===== src/rtl/secret_stim_gen_pkg.sv =====
// secret_stim_pkg: shared FSM states, default LFSR constants and the signature fold
package secret_stim_pkg;
  typedef enum logic [1:0] {IDLE, RUN, DRAIN, DONE} stim_state_e;
  localparam logic [31:0] STIM_DEFAULT_SEED = 32'h0000_0001;
  localparam logic [31:0] STIM_DEFAULT_TAPS = 32'h8020_0003;
  localparam int STIM_MAX_WIDTH = 64;
  // rotate sig left by one within w bits, then xor in x; operands are zero-extended
  function automatic logic [STIM_MAX_WIDTH-1:0] sig_fold(input logic [STIM_MAX_WIDTH-1:0] sig, x, input int w);
    logic [STIM_MAX_WIDTH-1:0] m;
    m = {STIM_MAX_WIDTH{1'b1}} >> (STIM_MAX_WIDTH - w);
    return (((sig << 1) | (sig >> (w - 1))) & m) ^ x;
  endfunction
endpackage


===== src/rtl/secret_stim_gen_if.sv =====
// secret_stim_if: operand/result bus between the stimulus source and the secret block
interface secret_stim_if #(parameter int WIDTH = 32);
  logic [WIDTH-1:0] a, b, x;
  modport master (output a, b, input x);
  modport slave (input a, b, output x);
endinterface


===== src/rtl/secret_stim_gen_lfsr.sv =====
// secret_lfsr: Galois LFSR with seed reload and single-step advance
module secret_lfsr import secret_stim_pkg::*; #(
  parameter int WIDTH = 32,
  parameter logic [WIDTH-1:0] SEED = WIDTH'(STIM_DEFAULT_SEED),
  parameter logic [WIDTH-1:0] TAPS = WIDTH'(STIM_DEFAULT_TAPS)
) (
  input  logic clk,
  input  logic rst_n,
  input  logic load,
  input  logic adv,
  output logic [WIDTH-1:0] state
);
  logic [WIDTH-1:0] base;
  assign base = load ? SEED : state;
  // load and adv together yield the step after SEED, so a restart launches SEED this edge
  always_ff @(posedge clk or negedge rst_n)
    if (!rst_n) state <= SEED;
    else if (load || adv) state <= adv ? (base >> 1) ^ (base[0] ? TAPS : '0) : base;
endmodule


===== src/rtl/secret_stim_gen.sv =====
// secret_stim_gen: LFSR operand source for verilated_secret with a rotate-xor result signature
module secret_stim_gen import secret_stim_pkg::*; #(
  parameter int WIDTH = 32,
  parameter int NUM_VECTORS = 16,
  parameter int LATENCY = 2,
  parameter logic [WIDTH-1:0] SEED = WIDTH'(STIM_DEFAULT_SEED),
  parameter logic [WIDTH-1:0] TAPS = WIDTH'(STIM_DEFAULT_TAPS),
  localparam int VW = $clog2(NUM_VECTORS + 1)
) (
  input  logic clk,
  input  logic rst_n,
  input  logic start,
  secret_stim_if.master bus,
  output logic busy,
  output logic done,
  output logic [VW-1:0] vec_count,
  output logic [WIDTH-1:0] signature
);
  stim_state_e state, next;
  logic go, launch, sample, last;
  logic [VW-1:0] lcnt;
  logic [LATENCY-1:0] vs;
  logic [WIDTH-1:0] lfsr_q, src, fold;
  assign go = (state == IDLE || state == DONE) && start;
  assign launch = go || (state == RUN && lcnt != VW'(NUM_VECTORS));
  assign sample = vs[LATENCY-1];
  assign last = sample && vec_count == VW'(NUM_VECTORS - 1);
  assign src = go ? SEED : lfsr_q;
  assign fold = WIDTH'(sig_fold(STIM_MAX_WIDTH'(signature), STIM_MAX_WIDTH'(bus.x), WIDTH));
  secret_lfsr #(.WIDTH(WIDTH), .SEED(SEED), .TAPS(TAPS)) u_lfsr (
    .clk(clk), .rst_n(rst_n), .load(go), .adv(launch), .state(lfsr_q)
  );
  // state register
  always_ff @(posedge clk or negedge rst_n)
    if (!rst_n) state <= IDLE;
    else state <= next;
  // final sample ends the run from RUN (LATENCY=1) or DRAIN; running out of vectors enters DRAIN
  always_comb begin
    next = state;
    if (go) next = RUN;
    else if (last) next = DONE;
    else if (state == RUN && !launch) next = DRAIN;
    busy = state == RUN || state == DRAIN;
    done = state == DONE;
  end
  // operand launch, in-flight valid pipe, result counter and signature
  always_ff @(posedge clk or negedge rst_n)
    if (!rst_n) begin
      bus.a <= '0;
      bus.b <= '0;
      vs <= '0;
      lcnt <= '0;
      vec_count <= '0;
      signature <= '0;
    end else begin
      bus.a <= launch ? src : '0;
      bus.b <= launch ? {src[WIDTH/2-1:0], src[WIDTH-1:WIDTH/2]} : '0;
      vs <= LATENCY'({vs, launch});
      lcnt <= go ? VW'(1) : lcnt + VW'(launch);
      vec_count <= go ? '0 : vec_count + VW'(sample);
      signature <= go ? '0 : sample ? fold : signature;
    end
endmodule

===== src/flat_wrapper.sv =====
// flat-port wrapper written by rule: the top's interface ports become plain ports
module secret_stim_gen_flat import secret_stim_pkg::*;
#(
  parameter int WIDTH = 32,
  parameter int NUM_VECTORS = 16,
  parameter int LATENCY = 2,
  parameter logic [WIDTH-1:0] SEED = WIDTH'(STIM_DEFAULT_SEED),
  parameter logic [WIDTH-1:0] TAPS = WIDTH'(STIM_DEFAULT_TAPS),
  localparam int VW = $clog2(NUM_VECTORS + 1)
)
  (clk, rst_n, start, busy, done, vec_count, signature, bus_a, bus_b, bus_x);
  secret_stim_if #(.WIDTH(WIDTH)) bus_i ();
  input  logic clk;
  input  logic rst_n;
  input  logic start;
  output logic busy;
  output logic done;
  output logic [VW-1:0] vec_count;
  output logic [WIDTH-1:0] signature;
  output wire logic [$bits(bus_i.a)-1:0] bus_a;
  output wire logic [$bits(bus_i.b)-1:0] bus_b;
  input wire logic [$bits(bus_i.x)-1:0] bus_x;
  assign bus_a = bus_i.a;
  assign bus_b = bus_i.b;
  assign bus_i.x = bus_x;
  secret_stim_gen #(.WIDTH(WIDTH), .NUM_VECTORS(NUM_VECTORS), .LATENCY(LATENCY), .SEED(SEED), .TAPS(TAPS)) u_core (.clk(clk), .rst_n(rst_n), .start(start), .bus(bus_i), .busy(busy), .done(done), .vec_count(vec_count), .signature(signature));
endmodule

===== config.mk =====
export PLATFORM = sky130hd
export DESIGN_NAME = secret_stim_gen_flat
export DESIGN_NICKNAME = d
export VERILOG_FILES = /design/src/rtl/secret_stim_gen_pkg.sv /design/src/rtl/secret_stim_gen_if.sv /design/src/rtl/secret_stim_gen_lfsr.sv /design/src/rtl/secret_stim_gen.sv /design/src/flat_wrapper.sv
export SDC_FILE = /design/constraint.sdc
export NUM_CORES = 1
export LEC_CHECK = 0
export ABC_AREA = 1
export CAP_MARGIN = 10
export CELL_PAD_IN_SITES_DETAIL_PLACEMENT = 2
export CELL_PAD_IN_SITES_GLOBAL_PLACEMENT = 2
export CORE_ASPECT_RATIO = 0.8
export CORE_UTILIZATION = 26
export CTS_CLUSTER_DIAMETER = 30
export CTS_CLUSTER_SIZE = 25
export DETAILED_ROUTE_END_ITERATION = 10
export MAX_ROUTING_LAYER = met4
export PLACE_DENSITY = 0.8
export SKIP_LAST_GASP = 1
export SYNTH_ARGS = -nofsm -noshare
export SYNTH_HDL_FRONTEND = slang
export SYNTH_SLANG_ARGS = --single-unit

===== constraint.sdc =====
create_clock -name clk -period 1.9 [get_ports clk]
set_clock_uncertainty 0.1 [all_clocks]
set_input_delay 0.38 -clock clk [delete_from_list [all_inputs] [get_ports clk]]
set_output_delay 0.38 -clock clk [all_outputs]
set_load 0.005 [all_outputs]

### Word level (Yosys, flattened, before mapping)

Cells that the tools add are included.

* bits in registers: 142
* bits of input ports: 35
* output and inout bits: 103
* word-level logic and storage cells: 42

* $add $sub $neg: 2
* equal/unequal tests: 5
* mux-type cells: 12
* bitwise logic cells: 3
* reductions and logical operators: 12

Operators by type and width (count)
* 2-to-1 mux 32 bit: 7
* bitwise OR 32 x 1 -> 32 bit: 1
* bitwise XOR 31 x 32 -> 32 bit: 1
* bitwise XOR 32 bit: 1
* adder 5 x 1 -> 5 bit: 2
* 2-to-1 mux 5 bit: 2
* 2-to-1 mux 2 bit: 3
* == test 5 x 4 -> 1 bit, second input constant: 1
* != test 5 bit, second input constant: 1
* == test 2 bit, second input constant: 2
* logical AND 1 bit: 4
* logical OR 1 bit: 4
* nonzero test 3 bit: 1
* == test 2 x 1 -> 1 bit, second input constant: 1
* logical NOT 2 bit: 1
* nonzero test 2 bit: 1
* logical NOT 1 bit: 1

### Depth between registers and ports, before layout

Gate-level depths: netlist of run 1.

* depth in word-level cells: 9
* depth in mapped cells: 10
* mapped depth without buffers: 9

### By module

A second synthesis of run 1 with hierarchy kept.

* cell total of the unflattened synthesis: 474
* area total of the unflattened synthesis: 4747.1 µm²

By module, submodules not included
* secret_stim_gen: instances 1, cells each 340, area an instance 3473.3 µm², sequential area each 1951.9 µm²
* secret_lfsr: instances 1, cells each 134, area an instance 1273.7 µm², sequential area each 802.0 µm²

### Worst setup path before layout of run 1

Ideal clock, no wire load.

* path type: register to register
* start: register u_core.state[0]
* end: register u_core.lcnt[4]
* setup time: 0.121 ns
* arrival: 1.729 ns
* data required time: 1.679 ns
* path slack: -0.051 ns
* cell stages (with the launch flop): 10
* buffers on the path: 1
* period minus slack after synthesis: 1.951 ns
* cell sequence: dfrtp_1 > ha_1 > nand2_2 > buf_4 > nand2_2 > ha_1 > ha_1 > nand3_1 > xor2_1 > nor2_1

* word-level cells in the longest chain between the ends: 6
* elaborated cells between the ends (all ways): 9
* those cells by class: 1 x add/sub; 2 x eq/ne; 1 x mux; 5 x reduce/logical

Ends and longest elaborated chain
* from (decl): line secret_stim_gen.sv:19 `stim_state_e state, next;`
* from (signal assigned): line secret_stim_gen.sv:36 `else state <= next;`
* == test 2 bit / logical NOT 2 bit (equally long branches): line secret_stim_gen.sv:24 `assign go = (state == IDLE || state == DONE) && start;`
* logical OR 1 bit: line secret_stim_gen.sv:24
* logical AND 1 bit: line secret_stim_gen.sv:24
* logical OR 1 bit *: line secret_stim_gen.sv:25 `assign launch = go || (state == RUN && lcnt != VW'(NUM_VECTORS));`
* net u_core.launch: line secret_stim_gen.sv:20 `logic go, launch, sample, last;`
* adder 5 x 1 -> 5 bit *: line secret_stim_gen.sv:59 `lcnt <= go ? VW'(1) : lcnt + VW'(launch);`
* 2-to-1 mux 5 bit *: line secret_stim_gen.sv:59
* to (signal assigned): line secret_stim_gen.sv:59
* to (decl): line secret_stim_gen.sv:21 `logic [VW-1:0] lcnt;`

The timed path passes the listed nets; every way through them passes the cells marked *.
A chain may end at the register's enable or synchronous reset.

### Worst setup path in the final report of run 1

* start: register u_core.state[0]
* end: output port done

* word-level cells in the longest chain between the ends: 1

Ends and longest elaborated chain
* == test 2 bit: line secret_stim_gen.sv:44 `done = state == DONE;`
* to (decl): line flat_wrapper.sv:17 `output logic done;`

No other way between the ends.

==> impl_results.md, run 1 <==
* Startpoint types: register
* Clk buf depth at 2
* Clk Latency, worst-skew pair at 0.36 ns
* Hpwl dp at 8770 µm
* Vias post-DR at 3589
* Worst path slowest cell: dfrtp_2
* Syn nets at 503
* Worst r2r src: u_core.lcnt[1]
* Critical path class: register to output port
* Synth area leader: dfrtp_1
* WL final at 12500 µm
* P&R area growth vs syn at 36.3%
* Synth Cell Area at 0.00475 mm²
* EDFF count, synth at 0
* Register bit total from synthesis at 110
* Capturing element type of the critical path: output port
* Setup TNS Final at 0 ns
* CTS tree: done
* Setup crit start: u_core.state[0]
* Final nets at 607
* Num CTS Buffers at 9
* Synth Warn # at 0
* Max incr delay on CP at 0.44 ns
* Final Cell Area at 0.00647 mm²
* Final hold violation count at 0
* Cells after Synth at 462
* Root Buffer Master: clkbuf_16
* Remaining DRCs at 0
* Clock transition at the registers of the reported paths at 0.08 ns
* Area share of the largest cell type after synthesis at 0.574
* Reg2Reg Depth at 9
* Drt via density at 4.51
* Commonest cells in the netlist: dfrtp_1, nand2_1, inv_1
* Wire length per cell at 15.7 µm
* Total GRT Usage at 0.144
* Vias in the first global route at 3889
* HP Start: u_core.vs[0]
* # IOs at 138
* Final antenna-violating net count at 0
* DIE WIDTH at 153 µm
* Slew @ Worst Pin at 0.605 ns
* Worst Path Required at 1.42 ns
* Max-slew violation count at 0
* Fin util at 0.368
* Cell leakage power at 3.06 nW
* First-pass detailed-route iteration total at 4
* Clk sink count at 110
* DR iter-0 viols at 134
* Final Worst Setup Slack at 0.0735 ns
* Placed instance area at 0.00614 mm²
* Library cells used by synthesis at 26
* H-tree lvl count at 3
* Fraction of layout cells with a size suffix above 1 at 0.0928
* PwrDens at 1780 mW/mm²
* Routability congestion estimate at 0.713
* Tcrit/Tclk final at 0.961
* CP cell instances: buf_4 -> ha_2 -> dlygate4sd2_1
* Ys async rst share at 1.00
* Crit path capture: done
* Pre-CTS setup slack at -0.0710 ns
* Setup Viol. Count Final at 0
* Synth Flop Type: dfrtp_1
* Antenna violations before repair at 0
* WHS at 0.257 ns
* Gr ovfl total at 0
* Rows at 43
* Run status: finished, final reports clean
* Largest net degree at the start of global routing at 65
* Die H at 123 µm
* RSZ-0062 raised after global routing: no
* Maxcap violations at 0
* Post-synthesis sequential area ratio at 0.580
* Fmax at 548 MHz
* Die area at 0.0188 mm²
* Buffers added on ports at 137
* Area contributors post-synth: dfrtp_1, xnor2_1, buf_4
* Initial Util at 0.270
* Rel. slew slack at 0.597
* Max FO, Critical Path at 2
* Worst path arrival time at 1.35 ns
* Most common cell in the synthesized netlist: dfrtp_1
* Post-route minimum period at 1.83 ns
* Core area at 0.0176 mm²
* First-pass GRT wire length at 20400 µm
* Reg2reg end: u_core.lcnt[4]
* Reg2Reg Setup Slack at 0.09 ns
* # diodes at 0
* Synth Area per Inst at 10.3 µm²
* Worst vdd ir at 0.574 mV
* Worst min path class: register to register
-- timing repair --
item,4_1_cts,5_1_grt
hold buffers,1,0
setup buffers,0,2
pin swaps,1,1
endpoints found under the setup margin,30,39
gates resized for setup,5,3
endpoints found under the hold margin,64,0
-- power by group --
| part | switching (mW) | internal (mW) |
|---|---|---|
| Combinational | 2.58 | 2.83 |
| Clock | 0.922 | 0.948 |
| Sequential | 0.839 | 3.42 |
| Total | 4.34 | 7.20 |
-- worst min path at each step --
| stage | end | slack, ns | cells after the start |
|---|---|---|---|
| after floorplan | u_core.bus.a[0] | -0.02 | 0 |
| after global placement | u_core.vs[1] | 0.24 | 0 |
| after detailed placement | u_core.vs[1] | 0.24 | 0 |
| after CTS | u_core.vs[1] | 0.26 | 0 |
| after global routing | u_core.vs[1] | 0.27 | 0 |
| final | u_core.vs[1] | 0.26 | 0 |
-- cells in the final DEF (no fill, tap or decap), types with 2 or more instances in the layout --
cell | synthesis | layout
nand4_1 | 29 | 29
inv_1 | 42 | 41
ha_1 | 6 | 2
nor2_1 | 18 | 18
inv_6 | 0 | 3
nand3_2 | 7 | 7
ha_2 | 0 | 3
xnor2_1 | 34 | 34
dfrtp_1 | 109 | 107
o21ai_0 | 33 | 33
nand3_1 | 30 | 30
a21oi_1 | 33 | 33
dfrtp_2 | 0 | 2
buf_12 | 0 | 2
nand2_1 | 49 | 49
clkbuf_16 | 0 | 9
clkdlybuf4s50_1 | 0 | 134
buf_4 | 34 | 13
xor2_1 | 3 | 3
nand2_4 | 1 | 2
-- flip-flops by register name, indices dropped and copies added, names as in the netlist --
name                 flops
u_core.bus.b             1
u_core.signature        32
u_core.bus.a            31
u_core.vec_count         5
u_core.vs                2
u_core.state             2
u_core.lcnt              5
u_core.u_lfsr.state     32
-- through the flow --
step,instances,power (mW)
3_3_place_gp,777,9.35
3_5_place_dp,777,9.75
4_1_cts,794,11.7
6_report,796,11.5
2_1_floorplan,462,7.14
5_1_grt,796,12.5
-- final cells by class --
| class | instances | area [µm²] |
|---|---|---|
| clock buffer | 10 | 239 |
| clock inverter | 6 | 50.0 |
| fill | 1857 | 11100 |
| inverter | 42 | 158 |
| multi-input combinational | 250 | 1470 |
| sequential | 110 | 2760 |
| tap | 225 | 282 |
| timing repair buffer | 153 | 1520 |
-- cells by family after synthesis --
kind of cell               Yosys count  synth area share
buffers and inverters              102             0.116
adders and majority gates            6            0.0158
and+or+nand+nor                    140             0.150
AOI/OAI and AO/OA                   67            0.0706
DFF                                110             0.580
xor gates and xnor gates            37            0.0682
-- critical path: cells and delay by family (launching register included) --
| kind | cells | cell delay, ns |
|---|---|---|
| buffers and inverters | 2 | 0.41 |
| flip-flops | 1 | 0.44 |
| adder cells (fa/ha/maj) | 1 | 0.15 |
-- routing by layer --
metal	vias to the layer above	GRT usage	part of all wire
met5	-	-	0
met4	0	0.0379	0.011
met3	12	0.0368	0.040
met2	81	0.249	0.51
met1	1822	0.167	0.44
li1	1674	-	-
(Power assumes the default switching activity.)
==> inputs of run 2 (changes only) <==
Settings changed: SETUP_SLACK_MARGIN set to 0.5.
==> impl_results.md, run 2 (synthesis results as in run 1) <==
* Run status: finished, final reports clean
* Clk sink count at 110 (unchanged)
* Most common cell after layout, fill and taps aside: dfrtp_1
* Maxcap violations at 0 (unchanged)
* Startpoint types: register
* CP cell instances: inv_2 -> ha_4 -> nand2_8 -> nand2_4 -> ha_4 -> ha_4 -> nand3_4 -> xor2_2 -> nor2_2
* Slew @ Worst Pin at 0.574 ns (-0.0310 ns)
* Buffers added on ports at 137 (unchanged)
* Setup TNS Final at 0 ns (unchanged)
* Setup Viol. Count Final at 0 (unchanged)
* Final nets at 689 (+14%)
* HP Start: u_core.vs[0]
* Worst Path Required at 2.09 ns (+0.67 ns)
* Leading cell types in the layout, fill and taps excluded: dfrtp_1, buf_2, buf_4, nand2_1, inv_1
* Largest regs: u_core.signature: 32 flops, u_core.u_lfsr.state: 32 flops, u_core.bus.a: 31 flops
* Worst min path class: register to register
* Max FO, Critical Path at 3 (+1)
* Final antenna-violating net count at 0 (unchanged)
* Worst path slowest cell: dfrtp_1
* Vias post-DR at 4042 (+13%)
* Worst path arrival time at 2.01 ns (+0.66 ns)
* Worst Path Buf+Inv at 1 (-1)
* Post-route minimum period at 1.82 ns (-0.00817 ns)
* Cells after DPL at 774 (-0.39%)
* Die H at 123 µm (unchanged)
* First-pass GRT wire length at 27500 µm (+35%)
* DIE WIDTH at 153 µm (unchanged)
* Min-Delay Endpoint: u_core.vs[1]
* Wire length per cell at 20.8 µm (+32%)
* Worst r2r src: u_core.state[1]
* Reg2Reg Depth at 9 (unchanged)
* First-pass detailed-route iteration total at 4 (unchanged)
* Worst vdd ir at 0.720 mV (+25%)
* Routability congestion estimate at 0.712 (-0.24%)
* # IOs at 138 (unchanged)
* Fin util at 0.420 (+0.0516)
* Core area at 0.0176 mm² (unchanged)
* Vias in the first global route at 4711 (+21%)
* Clk buf depth at 2 (unchanged)
* Rel. slew slack at 0.617 (+0.0207)
* Clk Latency, worst-skew pair at 0.36 ns (about the same)
* H-tree lvl count at 3 (unchanged)
* WL final at 18300 µm (+46%)
* Capturing element type of the critical path: register
* Max-slew violation count at 0 (unchanged)
* Initial Util at 0.270 (unchanged)
* Fmax at 550 MHz (+0.45%)
* Gr ovfl total at 0 (unchanged)
* Fraction of layout cells with a size suffix above 1 at 0.450 (+0.357)
* Num CTS Buffers at 9 (unchanged)
* Critical Path Most Common Cell: ha_4
* Clock transition at the registers of the reported paths at 0.08 ns (about the same)
* Tcrit/Tclk final at 0.957 (-0.00430)
* P&R area growth vs syn at 55.4%
* Final cell count without fillers at 878 (+10%)
* Reg2Reg Setup Slack at 0.08 ns (about the same)
* PwrDens at 1970 mW/mm² (+10%)
* Largest net degree at the start of global routing at 65 (unchanged)
* Cell leakage power at 3.79 nW (+24%)
* Rows at 43 (unchanged)
* Remaining DRCs at 0 (unchanged)
* Die area at 0.0188 mm² (unchanged)
* Reg2reg end: u_core.lcnt[4]
* Critical path class: register to register
* Hpwl dp at 8980 µm (+2.3%)
* CTS tree: done
* Root Buffer Master: clkbuf_16
* Total GRT Usage at 0.200 (+0.0565)
* Max incr delay on CP at 0.40 ns (-0.04 ns)
* RSZ-0062 raised after global routing: yes
* Final hold violation count at 0 (unchanged)
* DR iter-0 viols at 128 (-4.5%)
* Hold Path Depth at 0 (unchanged)
* Antenna violations before repair at 0 (unchanged)
* # diodes at 0 (unchanged)
* Critical path's top delay family: adder cells
* Drt via density at 4.60 (+2.1%)
run 2: worst max path at each step:
stage	startpoint	end	slack, ns	cells after the start
finish	u_core.state[1]	u_core.lcnt[4]	0.08	9
global route	u_core.state[1]	u_core.lcnt[4]	0.07	9
CTS	u_core.state[0]	busy	0.14	3
detailed placement	start	u_core.u_lfsr.state[21]	-0.002	8
global placement	start	u_core.u_lfsr.state[21]	0.08	8
floorplan	u_core.state[1]	u_core.lcnt[4]	0.13	10
run 2: power breakdown:
group	switching (mW)	total (mW)	internal, mW
Sequential	0.780	4.21	3.43
Combinational	4.26	8.43	4.18
Clock	0.970	1.89	0.919
Total	6.01	14.5	8.52
run 2: worst reg2reg max path: stages, from the launching register on:
cell and delay, ns:
dfrtp_1 0.40, inv_2 0.07, ha_4 0.30, nand2_8 0.08, nand2_4 0.10, ha_4 0.16
ha_4 0.17, nand3_4 0.07, xor2_2 0.16, nor2_2 0.14
run 2: per-layer routing:
| layer | track usage | vias to the layer above | wire [µm] |
|---|---|---|---|
| li1 | - | 1851 | - |
| met2 | 0.350 | 94 | 9660 |
| met3 | 0.0470 | 20 | 602 |
| met5 | - | - | 0 |
| met4 | 0.0606 | 0 | 281 |
| met1 | 0.230 | 2077 | 7710 |
run 2: repair_timing:
action                     CTS  global route
gates cloned                11             0
hold buffers                 1             0
setup endpoints to repair  211           145
buffers inserted            60            16
hold endpoints to repair    24             0
gates resized for setup    514            49
pin swaps                   29            32
run 2: layout make-up:
class                           instances  area (µm²)
Clock buffer                           10         229
Clock inverter                          6        57.6
Fill cell                            1803       10200
Inverter                               42         161
Multi-Input combinational cell        250        1790
Sequential cell                       110        2760
Tap cell                              225         282
Timing Repair Buffer                  235        2100
run 2: through the flow:
| step | hold WS, ns | instance area, µm² | setup WS [ns] | power, mW |
|---|---|---|---|---|
| after global placement | 0.237 | 6170 | 0.0750 | 9.42 |
| after global routing | 0.270 | 7380 | 0.0656 | 15.4 |
| after detailed placement | 0.247 | 6170 | -0.00194 | 9.85 |
| after CTS | 0.277 | 7120 | 0.135 | 13.5 |
| after floorplan | -0.0156 | 4810 | 0.132 | 7.24 |
| final | 0.249 | 7380 | 0.0817 | 14.5 |
==> inputs of run 3 (changes only) <==
Settings changed: CORE_ASPECT_RATIO 0.8 to not set.
==> impl_results.md, run 3 (synthesis results as in run 1) <==
* Run status: finished, final reports clean
* Total GRT Usage at 0.188 (-0.0124)
* DR iter-0 viols at 128 (unchanged)
* First-pass detailed-route iteration total at 4 (unchanged)
* Final nets at 691 (+0.29%)
* Vias in the first global route at 4478 (-4.9%)
* Final antenna-violating net count at 0 (unchanged)
* First-pass GRT wire length at 25500 µm (-7.3%)
* Reg2Reg Depth at 10 (+1)
* Clock power share at 0.127 (-0.003)
* Sequential power share at 0.284 (-0.006)
* Startpoint types: register
* Worst path arrival time at 1.97 ns (-0.04 ns)
* Worst Path Required at 2.04 ns (-0.05 ns)
* Fraction of layout cells with a size suffix above 1 at 0.516 (+0.0658)
* Comb pwr share at 0.588 (+0.008)
* CTS tree: done
* Tcrit/Tclk final at 0.960 (+0.00261)
* Critical path class: register to register
* Worst path slowest cell: dfrtp_1
* Reg2reg end: u_core.lcnt[2]
* Max-slew violation count at 0 (unchanged)
* Largest regs: u_core.signature: 32 flops, u_core.u_lfsr.state: 32 flops, u_core.bus.a: 31 flops
* Largest net degree at the start of global routing at 66 (+1.5%)
* Clock transition at the registers of the reported paths at 0.08 ns (about the same)
* Root Buffer Master: clkbuf_16
* Die H at 137 µm (+12%)
* Vias post-DR at 4080 (+0.94%)
* Antenna violations before repair at 0 (unchanged)
* Fmax at 548 MHz (-0.27%)
* Buffers added on ports at 137 (unchanged)
* Remaining DRCs at 0 (unchanged)
* Maxcap violations at 0 (unchanged)
* Setup Viol. Count Final at 0 (unchanged)
* P&R area growth vs syn at 61.7%
* H-tree lvl count at 3 (unchanged)
* Drt via density at 4.62 (+0.26%)
* Setup TNS Final at 0 ns (unchanged)
* Placed instance area at 0.00620 mm² (+0.41%)
* Clk sink count at 110 (unchanged)
* Sw Share at 0.408 (-0.00521)
* Worst min path class: register to register
* Worst vdd ir at 0.650 mV (-9.7%)
* Reg2Reg Setup Slack at 0.08 ns (about the same)
* PwrDens at 1940 mW/mm² (-1.5%)
* Wire length per cell at 19.8 µm (-4.6%)
* Internal Pwr Total at 8.81 mW (+3.4%)
* Cell leakage power at 3.87 nW (+2.1%)
* Routability congestion estimate at 0.731 (+2.6%)
* Cells after DPL at 779 (+0.65%)
* RSZ-0062 raised after global routing: yes
* Gr ovfl total at 0 (unchanged)
* Setup crit start: u_core.state[1]
* Worst r2r src: u_core.state[1]
* # diodes at 0 (unchanged)
* Max FO, Critical Path at 5 (+2)
* Rows at 49 (+14%)
* Max incr delay on CP at 0.39 ns (about the same)
* Rel. slew slack at 0.687 (+0.0696)
* Total Power at 14.9 mW (+2.5%)
* Hpwl dp at 8750 µm (-2.5%)
* Core area at 0.0180 mm² (+2.1%)
* Most common cell after layout, fill and taps aside: dfrtp_1
* Clk buf depth at 2 (unchanged)
* CP cell instances: buf_6 -> inv_4 -> ha_4 -> nand2_8 -> nand2_4 -> ha_4 -> ha_4 -> buf_6 -> xnor2_4 -> nor2_2
* Slew @ Worst Pin at 0.470 ns (-0.104 ns)
* Final hold violation count at 0 (unchanged)
* Initial Util at 0.264 (-0.00557)
* Capturing element type of the critical path: register
* Hold Path Depth at 0 (unchanged)
* Num CTS Buffers at 9 (unchanged)
* Clk Latency, worst-skew pair at 0.36 ns (about the same)
* Net Switching at 6.08 mW (+1.2%)
* Final cell count without fillers at 884 (+0.68%)
* DIE WIDTH at 137 µm (-10%)
* Die area at 0.0188 mm² (about the same)
* HP Start: u_core.vs[0]
* # IOs at 138 (unchanged)
* Min-Delay Endpoint: u_core.vs[1]
* Leading cell types in the layout, fill and taps excluded: dfrtp_1, buf_2, buf_4, nand2_1, inv_1
* Final Cell Area at 0.00768 mm² (+4.1%)
* WL final at 17500 µm (-4.0%)
* Critical Path Most Common Cell: ha_4
* Post-route minimum period at 1.82 ns (+0.00495 ns)
run 3: cell types whose count changed in the layout (fill, tap and decap cells not counted), sizes merged:
cell	previous run	this run
clkinvlp	2	1
buf	199	203
clkinv	3	4
inv	43	41
run 3: area by class of cell:
type	count	area, µm²
clock buffers	12	256
repair buffers	237	2150
flip-flops and latches	110	2760
well taps	229	287
multi-input cells	250	2030
inverters	42	164
fillers	1841	10300
clock inverters	4	31.3
run 3: power groups by stage:
stage                     clock (mW)  combinational [mW]  sequential, mW
after CTS                       1.92                7.51            4.16
after floorplan                    0                3.09            4.16
after global routing            2.01                9.45            4.36
after global placement             0                5.24            4.22
after detailed placement           0                5.56            4.29
final                           1.89                8.76            4.24
run 3: worst max path at each step:
| stage | end | slack [ns] | cells after the start |
|---|---|---|---|
| after floorplan | u_core.lcnt[4] | 0.13 | 10 |
| final | u_core.lcnt[2] | 0.08 | 10 |
| after detailed placement | u_core.lcnt[4] | 0.01 | 8 |
| after global placement | u_core.lcnt[4] | 0.07 | 8 |
| after CTS | busy | 0.11 | 5 |
| after global routing | u_core.lcnt[2] | 0.01 | 10 |
run 3: critical path: cells and delay by family (launching register included):
kind / cells / cell delay [ns]
and+or+nand+nor: 3 / 0.21
xor gates and xnor gates: 1 / 0.15
DFF: 1 / 0.39
adders and majority gates: 3 / 0.55
buffers and inverters: 3 / 0.30
run 3: routing by layer:
metal / vias to the layer above / global-route usage / wire (µm)
met5: - / - / 0
met4: 0 / 0.0574 / 337
li1: 1851 / - / -
met3: 23 / 0.0302 / 807
met1: 2084 / 0.207 / 6780
met2: 122 / 0.344 / 9600
run 3: what timing repair did:
item,4_1_cts,5_1_grt
hold buffers,1,0
endpoints found under the setup margin,211,129
buffers inserted,56,20
gates cloned,12,0
gates resized for setup,542,78
pin swaps,35,22
hold endpoints to repair,109,0
run 3: metrics by stage:
| step | worst slack (ns) | hold WS [ns] | util |
|---|---|---|---|
| floorplan | 0.132 | -0.0156 | - |
| global placement | 0.0684 | 0.242 | 0.345 |
| detailed placement | 0.0112 | 0.246 | 0.345 |
| CTS | 0.114 | 0.263 | 0.402 |
| global route | 0.0127 | 0.279 | 0.428 |
| finish | 0.0767 | 0.259 | 0.428 |
